==> config.mk <==
export PLATFORM = sky130hd
export DESIGN_NAME = seq_mag_compare_flat
export DESIGN_NICKNAME = d
export VERILOG_FILES = /design/src/rtl/seq_mag_compare_pkg.sv /design/src/rtl/seq_mag_compare_if.sv /design/src/rtl/seq_mag_compare_chunk_compare.sv /design/src/rtl/seq_mag_compare.sv /design/src/flat_wrapper.sv
export SDC_FILE = /design/constraint.sdc
export NUM_CORES = 1
export LEC_CHECK = 0
export ABC_AREA = 1
export CAP_MARGIN = 20
export CORE_ASPECT_RATIO = 1.2
export CORE_UTILIZATION = 38
export DETAILED_ROUTE_END_ITERATION = 8
export PLACE_DENSITY = 0.75
export SYNTH_ARGS = -nofsm -noshare
export SYNTH_HDL_FRONTEND = slang
export SYNTH_SLANG_ARGS = --single-unit
==> constraint.sdc <==
create_clock -name clk -period 3 [get_ports clk]
set_input_delay 0.3 -clock clk [delete_from_list [all_inputs] [get_ports clk]]
set_output_delay 0.3 -clock clk [all_outputs]
set_load 0.03 [all_outputs]
==> src/rtl/seq_mag_compare_pkg.sv <==
// ---------------------------------------------------------------------------
// seq_mag_compare_pkg
// Shared definitions for the sequential magnitude comparator:
//   - 3-bit result codes, packed as {gt, lt, eq}
//   - FSM state encoding used by the top level
// Imported by the comparator top level and by chunk_compare.
// ---------------------------------------------------------------------------
package seq_mag_compare_pkg;

  localparam int RES_W = 3;

  typedef logic [RES_W-1:0] result_t;

  localparam result_t RES_GT   = 3'b100;
  localparam result_t RES_LT   = 3'b010;
  localparam result_t RES_EQ   = 3'b001;
  localparam result_t RES_NONE = 3'b000;

  typedef enum logic {
    IDLE = 1'b0,
    RUN  = 1'b1
  } state_t;

  // Width of a chunk index able to address nChunk chunks (at least 1 bit).
  function automatic int idxWidth(input int nChunk);
    return (nChunk > 1) ? $clog2(nChunk) : 1;
  endfunction

endpackage

==> src/rtl/seq_mag_compare_if.sv <==
// ---------------------------------------------------------------------------
// seq_mag_compare_if
// Request/response bundle of the sequential magnitude comparator.
//   start    : request, sampled only while the comparator is idle
//   iSigned  : 1 = two's-complement compare, 0 = unsigned
//   iData_a  : operand A
//   iData_b  : operand B
//   iData    : cascade-in {gt,lt,eq}, reported when A == B
//   busy     : compare in progress
//   done     : one-cycle result strobe
//   oData    : result {gt,lt,eq}
// master drives the request side, slave (the comparator) drives the response.
// ---------------------------------------------------------------------------
interface seq_mag_compare_if #(
  parameter int DATA_W = 16
);

  logic              start;
  logic              iSigned;
  logic [DATA_W-1:0] iData_a;
  logic [DATA_W-1:0] iData_b;
  logic [2:0]        iData;
  logic              busy;
  logic              done;
  logic [2:0]        oData;

  modport master (
    output start,
    output iSigned,
    output iData_a,
    output iData_b,
    output iData,
    input  busy,
    input  done,
    input  oData
  );

  modport slave (
    input  start,
    input  iSigned,
    input  iData_a,
    input  iData_b,
    input  iData,
    output busy,
    output done,
    output oData
  );

endinterface

==> src/rtl/seq_mag_compare_chunk_compare.sv <==
// ---------------------------------------------------------------------------
// chunk_compare
// Purely combinational CHUNK_W-bit unsigned magnitude compare.
//   chunkA  : left operand chunk
//   chunkB  : right operand chunk
//   result  : {gt,lt,eq}, exactly one bit set
// Signed handling is done by the caller (sign bit inversion on the top
// chunk), so this block only ever sees unsigned values.
// ---------------------------------------------------------------------------
module chunk_compare
  import seq_mag_compare_pkg::*;
#(
  parameter int CHUNK_W = 4
) (
  input  logic [CHUNK_W-1:0] chunkA,
  input  logic [CHUNK_W-1:0] chunkB,
  output result_t            result
);

  always_comb begin
    result = RES_EQ;
    if (chunkA > chunkB) begin
      result = RES_GT;
    end else if (chunkA < chunkB) begin
      result = RES_LT;
    end
  end

endmodule

==> src/rtl/seq_mag_compare.sv <==
// ---------------------------------------------------------------------------
// seq_mag_compare
// Sequential magnitude comparator: compares two DATA_W-bit operands one
// CHUNK_W-bit chunk per clock, most significant chunk first, and stops at
// the first chunk that differs. When all chunks match, the latched
// cascade-in code is reported unchanged.
//
// Ports:
//   clk  : clock, rising-edge active
//   rst  : synchronous active-high reset
//   bus  : seq_mag_compare_if.slave (start/iSigned/iData_a/iData_b/iData in,
//          busy/done/oData out)
//
// Latency: done rises k cycles after the edge that accepts start, where k is
// the number of chunks examined (1..NCHUNK). start is accepted in the same
// cycle done is high, so transactions can run back to back.
// ---------------------------------------------------------------------------
module seq_mag_compare
  import seq_mag_compare_pkg::*;
#(
  parameter int DATA_W  = 16,
  parameter int CHUNK_W = 4
) (
  input  logic             clk,
  input  logic             rst,
  seq_mag_compare_if.slave bus
);

  localparam int NCHUNK = DATA_W / CHUNK_W;
  localparam int IDX_W  = idxWidth(NCHUNK);

  localparam logic [IDX_W-1:0]   LAST_IDX = IDX_W'(NCHUNK - 1);
  localparam logic [IDX_W-1:0]   ZERO_IDX = '0;
  localparam logic [CHUNK_W-1:0] MSB_MASK = CHUNK_W'(1) << (CHUNK_W - 1);

  if ((CHUNK_W < 1) || (DATA_W < CHUNK_W) || ((DATA_W % CHUNK_W) != 0)) begin : gBadWidth
    $error("seq_mag_compare: DATA_W must be a positive multiple of CHUNK_W");
  end

  state_t                          state;
  logic [IDX_W-1:0]                idx;
  logic [NCHUNK-1:0][CHUNK_W-1:0]  opA;
  logic [NCHUNK-1:0][CHUNK_W-1:0]  opB;
  logic                            sgnMode;
  result_t                         cascIn;

  logic                            busyR;
  logic                            doneR;
  result_t                         outR;

  logic [CHUNK_W-1:0]              signFlip;
  logic [CHUNK_W-1:0]              chunkA;
  logic [CHUNK_W-1:0]              chunkB;
  result_t                         chunkRes;

  // Signed compare reduces to unsigned compare once the sign bit of the
  // top chunk is inverted on both sides (offset-binary mapping). Lower
  // chunks carry plain magnitude bits and need no adjustment.
  always_comb begin
    signFlip = '0;
    if (sgnMode && (idx == LAST_IDX)) begin
      signFlip = MSB_MASK;
    end
    chunkA = opA[idx] ^ signFlip;
    chunkB = opB[idx] ^ signFlip;
  end

  chunk_compare #(
    .CHUNK_W (CHUNK_W)
  ) uChunkCmp (
    .chunkA (chunkA),
    .chunkB (chunkB),
    .result (chunkRes)
  );

  // Control FSM. Operand/cascade registers only load on an accepted start
  // and are don't-care otherwise, so they are left out of the reset.
  always_ff @(posedge clk) begin
    if (rst) begin
      state <= IDLE;
      idx   <= '0;
      busyR <= 1'b0;
      doneR <= 1'b0;
      outR  <= RES_NONE;
    end else begin
      doneR <= 1'b0;
      case (state)
        IDLE: begin
          if (bus.start) begin
            opA     <= bus.iData_a;
            opB     <= bus.iData_b;
            sgnMode <= bus.iSigned;
            cascIn  <= bus.iData;
            idx     <= LAST_IDX;
            busyR   <= 1'b1;
            state   <= RUN;
          end
        end

        RUN: begin
          if (chunkRes != RES_EQ) begin
            // First differing chunk decides the result.
            outR  <= (chunkRes == RES_GT) ? RES_GT : RES_LT;
            doneR <= 1'b1;
            busyR <= 1'b0;
            state <= IDLE;
          end else if (idx == ZERO_IDX) begin
            // Operands equal: pass the cascade-in through untouched.
            outR  <= cascIn;
            doneR <= 1'b1;
            busyR <= 1'b0;
            state <= IDLE;
          end else begin
            idx <= idx - 1'b1;
          end
        end

        default: begin
          state <= IDLE;
          busyR <= 1'b0;
        end
      endcase
    end
  end

  assign bus.busy  = busyR;
  assign bus.done  = doneR;
  assign bus.oData = outR;

endmodule

==> src/flat_wrapper.sv <==
// flat-port wrapper written by rule: the top's interface ports become plain ports
module seq_mag_compare_flat import seq_mag_compare_pkg::*;
#(
  parameter int DATA_W  = 16,
  parameter int CHUNK_W = 4
)
  (clk, rst, bus_start, bus_iSigned, bus_iData_a, bus_iData_b, bus_iData, bus_busy, bus_done, bus_oData);
  seq_mag_compare_if #(.DATA_W(DATA_W)) bus_i ();
  input  logic clk;
  input  logic rst;
  input wire logic [$bits(bus_i.start)-1:0] bus_start;
  input wire logic [$bits(bus_i.iSigned)-1:0] bus_iSigned;
  input wire logic [$bits(bus_i.iData_a)-1:0] bus_iData_a;
  input wire logic [$bits(bus_i.iData_b)-1:0] bus_iData_b;
  input wire logic [$bits(bus_i.iData)-1:0] bus_iData;
  output wire logic [$bits(bus_i.busy)-1:0] bus_busy;
  output wire logic [$bits(bus_i.done)-1:0] bus_done;
  output wire logic [$bits(bus_i.oData)-1:0] bus_oData;
  assign bus_i.start = bus_start;
  assign bus_i.iSigned = bus_iSigned;
  assign bus_i.iData_a = bus_iData_a;
  assign bus_i.iData_b = bus_iData_b;
  assign bus_i.iData = bus_iData;
  assign bus_busy = bus_i.busy;
  assign bus_done = bus_i.done;
  assign bus_oData = bus_i.oData;
  seq_mag_compare #(.DATA_W(DATA_W), .CHUNK_W(CHUNK_W)) u_core (.clk(clk), .rst(rst), .bus(bus_i));
endmodule
==> metrics.txt <==
Sw Share 23.1%; status finished clean; worst min path class reg2reg; post-route minimum period ~2.2 ns; multi-input logic area just under 500 um^2; fin area 2400 um^2; largest net degree at the start of global routing 20; via density per instance ~4.9; DP Area between 2000 and 2500 um^2; Root Driver clkbuf_8; Final Slew Violations 0; global route overflow 0; aggregate global-route resource usage between 10% and 20%; dpl hpwl approximately 2.4 mm; P&R area growth vs syn 34.4%; FF+latch count, synth 44; power per cell area between 500 and 600 nW/um^2; R2R setup slack between 0.8 and 0.9 ns; Post-Syn Area per Cell 12.2 um^2; Remaining DRCs 0; fin nets 241; fill count 400; Post-CTS Resized 0; CP arrival ~2.4 ns; Comb pwr share 15.6%; RSZ-0062 raised after global routing false; commonest non-fill, non-tap cell in the layout clkdlybuf4s50_1; vias in the first global route 1269; Port-buffer cells 43; Synth Warn # 0; cells on worst reg2reg path 13; Reg power frac 52.4%; number of inserted diodes 0; Pre-antenna DRT Iters 4; Rel. slew slack between 70 and 80%; maximum fanout along the worst path 12; sw power 0.311 mW; CP Class reg2reg; Max Cap Violations 0; Clock power frac 32.0%; Hold WS 0.475 ns; worst path required time 3.18 ns; Seq/Total Area, Yosys a little over two thirds; Cell Int Power 1.03 mW; CTS max path bufs 2; Iter 0 DRT Violations between 70 and 80; # IOs 44; Final Hold Viols 0; CTS tree yes; Critical Path End Type flop; r2r endpoint u_core.bus.oData[0]; routability congestion estimate 0.775; Setup Viol. Count Final 0; sequential cell area approximately 1200 um^2; synth unique cells 21; height of the die around 77 um; hold path depth 2; worst setup margin between 0.8 and 0.9 ns; worst setup path startpoint u_core.idx[1]; fin crit share between 70% and 80%; CTS buffer count 5; Critical Path Start Type flop; Crit Reg-Reg Startpoint u_core.idx[1]; layout cell share with drive strength beyond 1 under 10%; Post-CTS Setup Repair Bufs 0; Wirelength per Cell 13.3 um; setup TNS 0 ns; Initial Util approximately two fifths; WL final about 3.4 mm; hold_sp u_core.bus.oData[1]; CTS Sinks 44; die footprint roughly 5000 um^2; initial antenna violation count 0; post-synthesis instance area about 1800 um^2; Worst-Margin Slew about 0.4 ns; H-tree levels 2; end of the worst hold path u_core.bus.oData[1]; Reg clk slew, reported paths 0.08 ns; Die Span X about 65 um; global-route wire length before repair 5.63 mm; Lkg Pwr approximately 0.90 nW; syn_nets 192; Post-Place Worst Slack slightly below 0.9 ns; post-route ant nets 0; commonest cells after routing, fill and taps aside clkdlybuf4s50_1 (43), edfxtp_1 (36), nand2_1 (25); clk_lat worst skew a little under 0.3 ns; worst vdd ir 0.264 mV; FP Rows 26; Layout Skew 0.00426 ns; Mapped Cells 147; Achievable Freq between 400 and 500 MHz; DR vias about 1200; Core ar. between 4000 and 5000 um^2; cts hold-fix bufs 0
==> synth_stat cells <==
master / n / area [um^2]
a21oi_1: 6 / 30.0
nand2_1: 25 / 93.8
o31ai_1: 1 / 7.51
buf_4: 1 / 7.51
buf_2: 3 / 15.0
edfxtp_1: 36 / 1080
ha_1: 6 / 75.1
o21ai_0: 13 / 65.1
nand3_2: 1 / 10.0
inv_1: 10 / 37.5
nor2_2: 1 / 6.26
inv_2: 1 / 3.75
xor2_1: 1 / 8.76
nand4_2: 1 / 12.5
o22ai_1: 5 / 31.3
xnor2_1: 1 / 8.76
nand3_1: 4 / 20.0
nor2_1: 17 / 63.8
nand2_2: 3 / 18.8
dfxtp_1: 8 / 160
a32o_1: 3 / 30.0
==> worst max-delay path, cell delays in order (launching register included) <==
cell     delay [ns]
dfxtp_1        0.38
inv_1          0.28
o21ai_0        0.14
o22ai_1        0.17
xor2_1         0.18
ha_1           0.27
nand2_2        0.10
inv_1          0.04
nand2_1        0.07
nand2_2        0.09
nand3_2        0.10
nand2_2        0.09
nand3_1        0.07
o21ai_0        0.08
==> worst max-delay path by stage <==
stage | to | slack, ns | cells past startpoint
2_1_floorplan | u_core.cascIn[0] | 0.56 | 3
3_3_place_gp | u_core.idx[1] | 0.93 | 10
3_5_place_dp | u_core.bus.oData[2] | 0.88 | 13
4_1_cts | u_core.bus.oData[2] | 0.85 | 13
5_1_grt | u_core.idx[0] | 0.63 | 14
6_report | u_core.bus.oData[0] | 0.83 | 13
==> layout make-up <==
class | instances | area share [%]
inverter | 11 | 1.72
clock buffer | 5 | 2.87
timing repair buffer | 46 | 18.9
multi-input combinational | 88 | 20.4
clock inverter | 3 | 1.56
sequential | 44 | 51.7
tap | 56 | 2.92
==> sequential cells by signal, indices dropped and copies added, names as in the netlist <==
name              flops
u_core.opB           16
u_core.cascIn         3
u_core.opA           16
u_core.bus.oData      3
u_core.bus.busy       1
u_core.state          1
u_core.sgnMode        1
u_core.bus.done       1
u_core.idx            2
==> cell families (layout without fill, tap and decap cells) <==
kind of cell / after synthesis / count (layout) / synth area share [%]
DFF: 44 / 44 / 69.5
adders and majority gates: 6 / 6 / 4.20
xor gates and xnor gates: 2 / 2 / 0.981
buffers and inverters: 15 / 65 / 3.57
and+or+nand+nor: 52 / 52 / 12.6
AOI/OAI and AO/OA: 28 / 28 / 9.17
==> per-layer routing <==
| metal | global-route usage [%] | wire, um |
|---|---|---|
| met1 | 16.8 | 1340 |
| met2 | 26.1 | 1780 |
| met3 | 4.02 | 134 |
| met4 | 9.78 | 109 |
| met5 | 0 | 0 |
==> through the flow <==
stage	power (mW)	util (%)	instances
floorplan	0.839	-	147
global placement	0.924	52.3	245
detailed placement	0.929	52.3	245
CTS	1.36	54.7	253
global route	1.41	54.7	253
finish	1.35	54.7	253
==> power by group through the flow <==
stage	Sequential, mW	Combinational, mW	Clock, mW
after floorplan	0.725	0.114	0
after global placement	0.719	0.205	0
after detailed placement	0.718	0.211	0
after CTS	0.705	0.212	0.442
after global routing	0.708	0.236	0.467
final	0.705	0.209	0.431
Power figures use the tool's default switching activity.
